**config.mk**
```make
export PLATFORM = sky130hd
export DESIGN_NAME = dmem_arbiter
export DESIGN_NICKNAME = d
export VERILOG_FILES = /design/src/rtl/dmem_arbiter.sv
export SDC_FILE = /design/constraint.sdc
export NUM_CORES = 1
export LEC_CHECK = 0
export CAP_MARGIN = 20
export CORE_AREA = 2 2 134 110
export DETAILED_ROUTE_END_ITERATION = 10
export DIE_AREA = 0 0 136 112
export GPL_ROUTABILITY_DRIVEN = 0
export HOLD_SLACK_MARGIN = 0.1
export PLACE_DENSITY = 0.88
export SKIP_CTS_REPAIR_TIMING = 1
export SLEW_MARGIN = 10
export SYNTH_ARGS = -nofsm -noshare
export SYNTH_HDL_FRONTEND = slang
export SYNTH_SLANG_ARGS = --single-unit
```
**constraint.sdc**
```tcl
create_clock -name clk -period 7.4 [get_ports clk]
set_clock_uncertainty 0.05 [all_clocks]
set_input_delay 1.48 -clock clk [delete_from_list [all_inputs] [get_ports clk]]
set_output_delay 1.48 -clock clk [all_outputs]
set_load 0.03 [all_outputs]
```
**src/rtl/dmem_arbiter.sv**
```systemverilog
// Round-robin arbiter sharing one single-port data memory between the CPU MEM stage (port 0)
// and a secondary master (port 1); every output is driven straight from a register.
module dmem_arbiter #(
   parameter int AW     = 32,
   parameter int DW     = 32,
   parameter int RD_LAT = 1
) (
   input  logic          clk,
   input  logic          reset,
   input  logic          p0_req,
   input  logic          p0_we,
   input  logic [AW-1:0] p0_addr,
   input  logic [DW-1:0] p0_wdata,
   output logic [DW-1:0] p0_rdata,
   output logic          p0_ready,
   input  logic          p1_req,
   input  logic          p1_we,
   input  logic [AW-1:0] p1_addr,
   input  logic [DW-1:0] p1_wdata,
   output logic [DW-1:0] p1_rdata,
   output logic          p1_ready,
   output logic          mem_we,
   output logic [AW-1:0] mem_addr,
   output logic [DW-1:0] mem_wdata,
   input  logic [DW-1:0] mem_rdata,
   output logic [1:0]    grant,
   output logic          busy
);

   typedef enum logic [1:0] {IDLE, ACCESS, DONE} state_t;

   localparam logic [1:0] LAST_CNT = 2'(RD_LAT - 1);

   state_t        state_q, state_d;
   logic          lastGrant_q, lastGrant_d;
   logic [1:0]    cnt_q, cnt_d;
   logic          we_q, we_d;
   logic [1:0]    grant_q, grant_d;
   logic          memWe_q, memWe_d;
   logic [AW-1:0] memAddr_q, memAddr_d;
   logic [DW-1:0] memWdata_q, memWdata_d;
   logic [DW-1:0] p0Rdata_q, p0Rdata_d;
   logic [DW-1:0] p1Rdata_q, p1Rdata_d;
   logic          p0Ready_q, p0Ready_d;
   logic          p1Ready_q, p1Ready_d;
   logic          busy_q, busy_d;
   logic          winner;

   // Next-state and next-output logic; outputs are computed one cycle ahead so they can be registered.
   always_comb begin
      state_d     = state_q;
      lastGrant_d = lastGrant_q;
      cnt_d       = cnt_q;
      we_d        = we_q;
      grant_d     = grant_q;
      memWe_d     = 1'b0;
      memAddr_d   = memAddr_q;
      memWdata_d  = memWdata_q;
      p0Rdata_d   = p0Rdata_q;
      p1Rdata_d   = p1Rdata_q;
      p0Ready_d   = 1'b0;
      p1Ready_d   = 1'b0;
      busy_d      = busy_q;
      winner      = 1'b0;
      unique case (state_q)
         IDLE: begin
            grant_d = 2'b00;
            busy_d  = 1'b0;
            if (p0_req || p1_req) begin
               // On a tie the port that did not win last time goes first.
               winner     = (p0_req && p1_req) ? ~lastGrant_q : p1_req;
               we_d       = winner ? p1_we    : p0_we;
               memAddr_d  = winner ? p1_addr  : p0_addr;
               memWdata_d = winner ? p1_wdata : p0_wdata;
               memWe_d    = we_d;
               grant_d    = winner ? 2'b10 : 2'b01;
               cnt_d      = 2'd0;
               busy_d     = 1'b1;
               state_d    = ACCESS;
            end
         end
         ACCESS: begin
            if (we_q) begin
               p0Ready_d = grant_q[0];
               p1Ready_d = grant_q[1];
               state_d   = DONE;
            end else begin
               cnt_d = cnt_q + 2'd1;
               if (cnt_q == LAST_CNT) begin
                  if (grant_q[1]) p1Rdata_d = mem_rdata;
                  else            p0Rdata_d = mem_rdata;
                  p0Ready_d = grant_q[0];
                  p1Ready_d = grant_q[1];
                  state_d   = DONE;
               end
            end
         end
         DONE: begin
            lastGrant_d = grant_q[1];
            grant_d     = 2'b00;
            busy_d      = 1'b0;
            state_d     = IDLE;
         end
         default: state_d = IDLE;
      endcase
   end

   // Reset abandons any transaction in flight; last grant starts at port 1 so port 0 wins the first tie.
   always_ff @(posedge clk or posedge reset) begin
      if (reset) begin
         state_q     <= IDLE;
         lastGrant_q <= 1'b1;
         cnt_q       <= 2'd0;
         we_q        <= 1'b0;
         grant_q     <= 2'b00;
         memWe_q     <= 1'b0;
         memAddr_q   <= '0;
         memWdata_q  <= '0;
         p0Rdata_q   <= '0;
         p1Rdata_q   <= '0;
         p0Ready_q   <= 1'b0;
         p1Ready_q   <= 1'b0;
         busy_q      <= 1'b0;
      end else begin
         state_q     <= state_d;
         lastGrant_q <= lastGrant_d;
         cnt_q       <= cnt_d;
         we_q        <= we_d;
         grant_q     <= grant_d;
         memWe_q     <= memWe_d;
         memAddr_q   <= memAddr_d;
         memWdata_q  <= memWdata_d;
         p0Rdata_q   <= p0Rdata_d;
         p1Rdata_q   <= p1Rdata_d;
         p0Ready_q   <= p0Ready_d;
         p1Ready_q   <= p1Ready_d;
         busy_q      <= busy_d;
      end
   end

   assign mem_we    = memWe_q;
   assign mem_addr  = memAddr_q;
   assign mem_wdata = memWdata_q;
   assign p0_rdata  = p0Rdata_q;
   assign p1_rdata  = p1Rdata_q;
   assign p0_ready  = p0Ready_q;
   assign p1_ready  = p1Ready_q;
   assign grant     = grant_q;
   assign busy      = busy_q;

endmodule

```
==> out/results.txt, run 1 <==
The flow ran to the end, and the final reports show no timing, DRC or antenna violations. Walking the worst path, the cells encountered are clkdlybuf4s50_1 > a21bo_2 > buf_4 > mux2_2 > mux2_2. The run gives 58.3% as the sequential cell area fraction in the yosys report.

The maximum single-stage delay on the critical path came out at 0.68 ns. Clock tree synthesis inserted a total of 17 buffers. The die footprint came out at 0.0152 mm². At the pin with the least slew margin, the transition time is 0.879 ns.

The worst setup path is of the in2reg kind. The cell depth of the worst flop-to-flop path is 4. For this design, the sink count on the clock tree is 140. The tools report the number of global-route vias before repair as 4828. For this block, the routed nets add up to 16200 µm of wire.

The startpoint of the lowest-slack hold path is busy. The y dimension of the die came out at 112 µm. The routed layout has 4368 vias.

Global routing consumed, over all layers together, 21.8% of the routing resources. In the final layout, the multi-input gates occupy 0.00237 mm². Grouping stages by cell kind, the critical path spends the most delay in buffers and inverters. Setup violations remaining at the end of the flow were counted as 0. In this run the static leakage power is 4.00 nW. The worst path meets setup with 4.14 ns of slack.

IR analysis of the VDD net gives a maximum drop of 339 µV. In this run the worst hold path is classified as reg2reg. Of the available clock period, the critical path in the final layout requires 44.0%. The slowest library cell on the worst path was sky130_fd_sc_hd__buf_4.

The tools report the starting utilization of the core area as 43.1%. The DRC violations left came out at 0. The later-pin clock latency in the skew report was 0.41 ns; the pin count of the biggest net entering global routing was 87. By instance count, the cell type seen most on the critical path is sky130_fd_sc_hd__mux2_2. The critical path data arrival time was 3.50 ns.

For this run the aggregate overflow at the end of global routing stands at 0. After synthesis the cells add up to 0.00601 mm². The worst path in the final design needs a cycle of 3.26 ns, including I/O delays and setup.

The maximum buffer depth of the clock tree is 2. The setup check on the worst reg-to-reg path leaves a slack of 5.17 ns. The tools report the maximum clock rate as 307 MHz.

In this run the worst path has a maximum fanout of 67. The power per cell area was 475 mW/mm². The number of buffers and inverters on the critical path is 2. In the final layout, the share of cells above drive strength 1 is 33.7%. The detailed router finished its first iteration with 109 violations. The synthesis-stage register bit count came out at 140.

CTS placed an instance of sky130_fd_sc_hd__clkbuf_16 at the clock tree root. The launch point of the worst reg-to-reg path was lastGrant_q. Dividing the detail-routed via count by the number of cells gives 4.94.

The worst setup path is captured at a flip-flop. Before CTS, the worst setup slack after placement is 3.71 ns. The synthesized netlist net count was 552. The wire-length estimate of the detail-placed layout is 11900 µm. The path with the worst hold slack has its endpoint at busy. Count of distinct cell types in the synthesized netlist: 25. During I/O placement, the number of pins put on the boundary was 300. The hold violation count in the final report is 0.

For the number of antenna violations at the first check in global routing, the log shows 0. The final antenna diode count was 0. Leaving out fill and tap cells, the most frequent cells in the layout are 299 x sky130_fd_sc_hd__clkdlybuf4s50_1, 193 x sky130_fd_sc_hd__mux2_2, 139 x sky130_fd_sc_hd__dfrtp_1, 17 x sky130_fd_sc_hd__clkbuf_16, 6 x sky130_fd_sc_hd__buf_4.

Averaged over all synthesized cells, the footprint is 15.6 µm². The first global-routing pass estimated 25400 µm of wire. Fill cells in the final layout number 949.

TritonCTS built the clock tree. Port buffering added 299 buffers. Headroom to the max-slew limit came out at 41.4%.

The area growth from synthesis to layout was 62.6%. The endpoint of the lowest-slack register-to-register path was mem_addr[13]. In the final routed layout, each cell accounts on average for 18.3 µm. The startpoint class of the critical path is an input port. The library cell used most frequently in the layout, excluding fill and tap cells, is sky130_fd_sc_hd__clkdlybuf4s50_1. At the end of the flow, the number of nets in the layout was 855. Once detail routing completed, the nets flagged for antenna violations numbered 0. The depth of the worst hold-timing path is 2, and the storage element area is 0.00350 mm². The first detailed-routing pass ran for 4 iterations. The clock tree synthesis step divided the H-tree into 4 levels. The smallest hold slack came out at 0.431 ns. The tools report the number of max-cap violations as 0. Setup total negative slack on the finished layout was measured at 0 ns. The core region is 0.0140 mm². For the placement row count, the log shows 39.

Width of the chip: 136 µm. Setup repair after global routing left no endpoint under its margin. After clock tree synthesis, the clock-pin slew on the worst setup and hold paths is 0.06 ns. The worst path required time was 7.64 ns; the cell count after synthesis was 385. The number of max-slew violations in the final report was 0; the count of warnings emitted by yosys was 0.
## logic make-up (layout without fill, tap and decap cells)
| group | count (synthesis) | after routing | share of synthesized area, % |
|---|---|---|---|
| simple gates | 17 | 17 | 1.77 |
| flops | 140 | 140 | 58.3 |
| fa+ha+maj | 1 | 1 | 0.208 |
| buf+inv | 25 | 341 | 2.41 |
| compound gates | 7 | 7 | 0.874 |
| mux | 195 | 195 | 36.5 |
## stage by stage
| step | cell area [µm²] | std cells | total power [mW] | util [%] |
|---|---|---|---|---|
| 6_report | 9780 | 885 | 4.65 | 70.1 |
| 5_1_grt | 9780 | 885 | 4.86 | 70.1 |
| 2_1_floorplan | 6010 | 385 | 2.78 | - |
| 3_5_place_dp | 9160 | 853 | 3.80 | 65.7 |
| 3_3_place_gp | 9160 | 853 | 3.73 | 65.7 |
| 4_1_cts | 9780 | 885 | 4.70 | 70.1 |
## where the power goes
group / switching, mW / internal, mW
combinational: 1.25 / 1.15
clock: 0.324 / 0.552
sequential: 0.215 / 1.16
## worst min-delay path, stage by stage (launching register included)
cell	delay, ns
sky130_fd_sc_hd__dfrtp_1	0.34
sky130_fd_sc_hd__nand2_1	0.05
sky130_fd_sc_hd__nand2_1	0.05
## registers in the layout, summed over array words and instances, names as in the netlist
signal       count
we_q             1
mem_addr        32
p0_rdata        32
mem_we           1
p1_ready         1
cnt_q            2
lastGrant_q      1
state_q          2
p0_ready         1
mem_wdata       32
busy             1
grant            2
p1_rdata        32
## how the worst max path moves through the flow
| stage | from | end | slack (ns) | depth (start not counted) |
|---|---|---|---|---|
| global placement | p0_req | mem_wdata[30] | 3.77 | 5 |
| CTS | p0_req | mem_addr[29] | 4.16 | 5 |
| floorplan | reset | busy | 2.12 | 1 |
| global route | p0_req | mem_addr[29] | 4.07 | 5 |
| finish | p0_req | mem_addr[13] | 4.14 | 5 |
| detailed placement | p0_req | mem_addr[29] | 3.71 | 5 |
## area by class of cell
type	count	area share [%]
clock buffers	20	4.67
multi-input cells	220	24.2
inverters	4	0.205
clock inverters	12	1.63
repair buffers	305	31.1
flip-flops and latches	140	35.8
well taps	184	2.35
## cells in the mapped netlist
cell / n / area, µm²
sky130_fd_sc_hd__o311ai_0: 1 / 8.76
sky130_fd_sc_hd__o31ai_1: 2 / 15.0
sky130_fd_sc_hd__clkbuf_1: 3 / 11.3
sky130_fd_sc_hd__or3_1: 1 / 6.26
sky130_fd_sc_hd__nor2_1: 3 / 11.3
sky130_fd_sc_hd__inv_1: 4 / 15.0
sky130_fd_sc_hd__and2_1: 2 / 12.5
sky130_fd_sc_hd__or3b_4: 1 / 11.3
sky130_fd_sc_hd__nor3_1: 1 / 5.00
sky130_fd_sc_hd__nor3b_4: 1 / 18.8
sky130_fd_sc_hd__nand3_1: 1 / 5.00
sky130_fd_sc_hd__nor2b_1: 1 / 6.26
sky130_fd_sc_hd__nor3b_1: 2 / 15.0
sky130_fd_sc_hd__o21ai_0: 2 / 10.0
sky130_fd_sc_hd__dfstp_2: 1 / 26.3
sky130_fd_sc_hd__buf_4: 4 / 30.0
sky130_fd_sc_hd__buf_6: 3 / 33.8
sky130_fd_sc_hd__ha_1: 1 / 12.5
sky130_fd_sc_hd__dfrtp_1: 139 / 3480
sky130_fd_sc_hd__a21bo_2: 1 / 10.0
sky130_fd_sc_hd__buf_2: 11 / 55.1
sky130_fd_sc_hd__a22o_1: 1 / 8.76
sky130_fd_sc_hd__nand2_1: 4 / 15.0
sky130_fd_sc_hd__mux2i_1: 2 / 20.0
sky130_fd_sc_hd__mux2_2: 193 / 2170
## metal layers
metal / global-route usage [%] / routed length (µm) / up-vias / share of wire [%]
met1: 22.5 / 5780 / 2155 / 36
met4: 8.26 / 334 / 0 / 2.1
li1: - / - / 1998 / -
met2: 39.6 / 8540 / 189 / 53
met5: 0 / 0 / - / 0
met3: 8.33 / 1570 / 26 / 9.7
Note: power is estimated with default switching activity, not from simulation.
==> inputs of run 2 (changes only) <==
--- a/config.mk
+++ b/config.mk
@@ -6,12 +6,12 @@
 export NUM_CORES = 1
 export LEC_CHECK = 0
 export CAP_MARGIN = 20
-export CORE_AREA = 2 2 134 110
+export CORE_AREA = 2 2 139 114
 export DETAILED_ROUTE_END_ITERATION = 10
-export DIE_AREA = 0 0 136 112
+export DIE_AREA = 0 0 141 116
 export GPL_ROUTABILITY_DRIVEN = 0
 export HOLD_SLACK_MARGIN = 0.1
-export PLACE_DENSITY = 0.88
+export PLACE_DENSITY = 0.82
 export SKIP_CTS_REPAIR_TIMING = 1
 export SLEW_MARGIN = 10
 export SYNTH_ARGS = -nofsm -noshare
==> constraint.sdc (replaced) <==
create_clock -name clk -period 3.05 [get_ports clk]
set_clock_uncertainty 0.05 [all_clocks]
set_input_delay 0.61 -clock clk [delete_from_list [all_inputs] [get_ports clk]]
set_output_delay 0.61 -clock clk [all_outputs]
set_load 0.03 [all_outputs]
==> out/results.txt, run 2 (same netlist as run 1, synthesis figures left out) <==
The pin count of the biggest net entering global routing was 141 (+62%). For the number of sinks driven by the clock tree, the log shows 140 (unchanged). The setup total negative slack was 0 ns (unchanged). The post-detailed-routing wire length was 16100 µm (-0.86%). The routing usage on met2 is 36.5% (-3.1 points), and the number of max-slew violations in the final report is 0 (unchanged). The run gives 0.744 ns (-3.40 ns) as the worst setup slack after layout.

The logs give 52.2% (+0.6 points) for the combinational power share and 30.1% (+0.6 points) for the portion of total power attributed to sequential cells. The first-pass GRT wire length was 25400 µm (+0.19%); the overall routing resource usage was 20.1% (-1.6 points). The run finished with clean final reports. Average vias per placed instance: 4.86 (-1.6%).

For the critical path data arrival time, the log shows 1.65 ns (-1.85 ns). The total of buffers placed on input and output ports is 299 (unchanged), and the worst slack at placement is 0.608 ns (-3.10 ns). The number of nets in the layout came out at 854 (-0.12%). The kind of critical path was reg2out. The shortest clock period the worst path allows after layout works out to 2.31 ns. In the finished design, the share of the clock period the worst path needs comes to 75.6%. The final antenna-violating net count is 0 (unchanged). The DRC violations left is 0 (unchanged). The later-pin clock latency in the skew report is 0.41 ns (about the same). Gate family responsible for the most delay along the worst path: buffers and inverters. The total net switching power was 4.32 mW (+140%); the maximum buffer depth of the clock tree was 2 (unchanged). The global routing stage identified its most utilized layer as met2. The met3 layer usage reported by global route was 8.31% (-0.028 points); the number of max-cap violations was 0 (unchanged).

The share of post-route cells with drive strength above 1 was 33.6% (-0.095 points). Filler-free cell count of the finished design: 889 (+0.45%). Path category of the worst min-delay check: reg2reg.

For the hold violation count in the final report, the log shows 0 (unchanged). Setup repair after global routing left no endpoint under its margin. The level count of the clock H-tree was 4 (unchanged). Maximum vdd drop: 632 µV (+86%).

The largest individual stage delay along the critical path comes from the cell sky130_fd_sc_hd__clkdlybuf4s50_1. The share of total power consumed by net switching works out to 38.7% (+0.28 points). The static leakage came out at 3.99 nW (-0.20%). The area growth from synthesis to layout is 62.4%.

Starting utilization of the core area: 40.5% (-2.6 points). Number of primary I/O pins: 300 (unchanged). The tools report the global-route met1 utilization as 21.3% (-1.2 points). The clock-pin transition on the worst setup and hold timing paths came out at 0.05 ns (about the same). For the detailed-router iteration count before antenna repair, the log shows 4 (unchanged).

For the count of vias placed by the detailed router, the log shows 4318 (-1.1%). The y dimension of the die was 116 µm (+3.6%). The total CTS buffers was 17 (unchanged). The power share of the clock group came out at 17.7% (-1.1 points). Final setup violation count: 0 (unchanged). The worst-margin pin slew is 0.763 ns (-0.117 ns), and the total cell area at the placement stage is 0.00920 mm² (+0.38%).

The startpoint class of the critical path was a flip-flop. The total overflow reported by the global router is 0 (unchanged), and the number of global-route vias before repair is 4857 (+0.60%). For the maximum clock rate, the log shows 434 MHz. Post-DP HPWL: 11700 µm (-2.4%). The placement row count came out at 40 (+2.6%). TritonCTS built the clock tree. Total core area: 0.0149 mm² (+6.5%). The count of buffering cells on the critical path with inverters included was 1 (-1). The signal on the critical path passes through clkdlybuf4s50_1.

The width of the chip came out at 141 µm (+3.7%). The run gives 0.0164 mm² (+7.4%) as the die footprint. The maximum single-stage delay on the critical path is 0.77 ns (+0.09 ns), and the worst path required time is 2.39 ns (-5.25 ns).

In the layout the commonest cells are 299 x sky130_fd_sc_hd__clkdlybuf4s50_1, 193 x sky130_fd_sc_hd__mux2_2, 139 x sky130_fd_sc_hd__dfrtp_1, 17 x sky130_fd_sc_hd__clkbuf_16, 8 x sky130_fd_sc_hd__clkinv_2. The violation count after the first detailed-route iteration came out at 138 (+27%). The final instance area was 0.00977 mm² (-0.13%). The peak fanout along the critical path was 6 (-91%). The relative slew slack is 49.2% (+7.8 points).

The tree is rooted in a sky130_fd_sc_hd__clkbuf_16. The power per cell area works out to 1140 mW/mm² (+140%). The critical path capture point type is a primary output. The final antenna diode count is 0 (unchanged), and the internal power is 6.83 mW (+140%). The tools report the number of antenna violations at the first check in global routing as 0 (unchanged). The average wire length per cell after detail routing works out to 18.1 µm (-1.3%). The number of cells after detailed placement was 857 (+0.47%). Leaving out fill and tap cells, the most frequent cell in the layout is sky130_fd_sc_hd__clkdlybuf4s50_1. The final core utilization was 65.7% (-4.4 points).
==> run 2: per-stage QoR <==
| step | total power [mW] | hold WS, ns |
|---|---|---|
| after floorplan | 6.74 | 0.401 |
| after global placement | 9.08 | 0.423 |
| after detailed placement | 9.26 | 0.428 |
| after CTS | 11.3 | 0.444 |
| after global routing | 11.7 | 0.467 |
| final | 11.2 | 0.439 |
==> run 2: path summary, 6_finish.rpt <==
check	startpoint	to	slack, ns	depth (start not counted)
max	grant[1]	grant[1]	0.74	1
min	busy	busy	0.44	2
max reg2reg	state_q[0]	p0_rdata[23]	0.86	4
min reg2reg	busy	busy	0.44	2
max in group asynchronous	reset	mem_wdata[0]	1.67	3
min in group asynchronous	reset	mem_wdata[25]	0.69	3
==> run 2: power groups by stage <==
| stage | registers, mW | logic (mW) | clock network, mW |
|---|---|---|---|
| 3_5_place_dp | 3.38 | 5.88 | 0 |
| 5_1_grt | 3.48 | 6.11 | 2.11 |
| 6_report | 3.35 | 5.82 | 1.97 |
| 2_1_floorplan | 5.09 | 1.65 | 0 |
| 4_1_cts | 3.37 | 5.90 | 2.03 |
| 3_3_place_gp | 3.32 | 5.76 | 0 |
==> run 2: cell type report <==
type,count,area (µm²)
clock buffers,19,443
clock inverters,13,125
fillers,1062,5100
inverters,4,18.8
multi-input cells,220,2370
flip-flops and latches,140,3500
well taps,189,236
repair buffers,304,3070
==> run 2: routing by layer <==
layer  wire (µm)  up-vias
li1            -     1985
met1        6000     2123
met2        8370      185
met3        1410       25
met4         312        0
met5           0        -
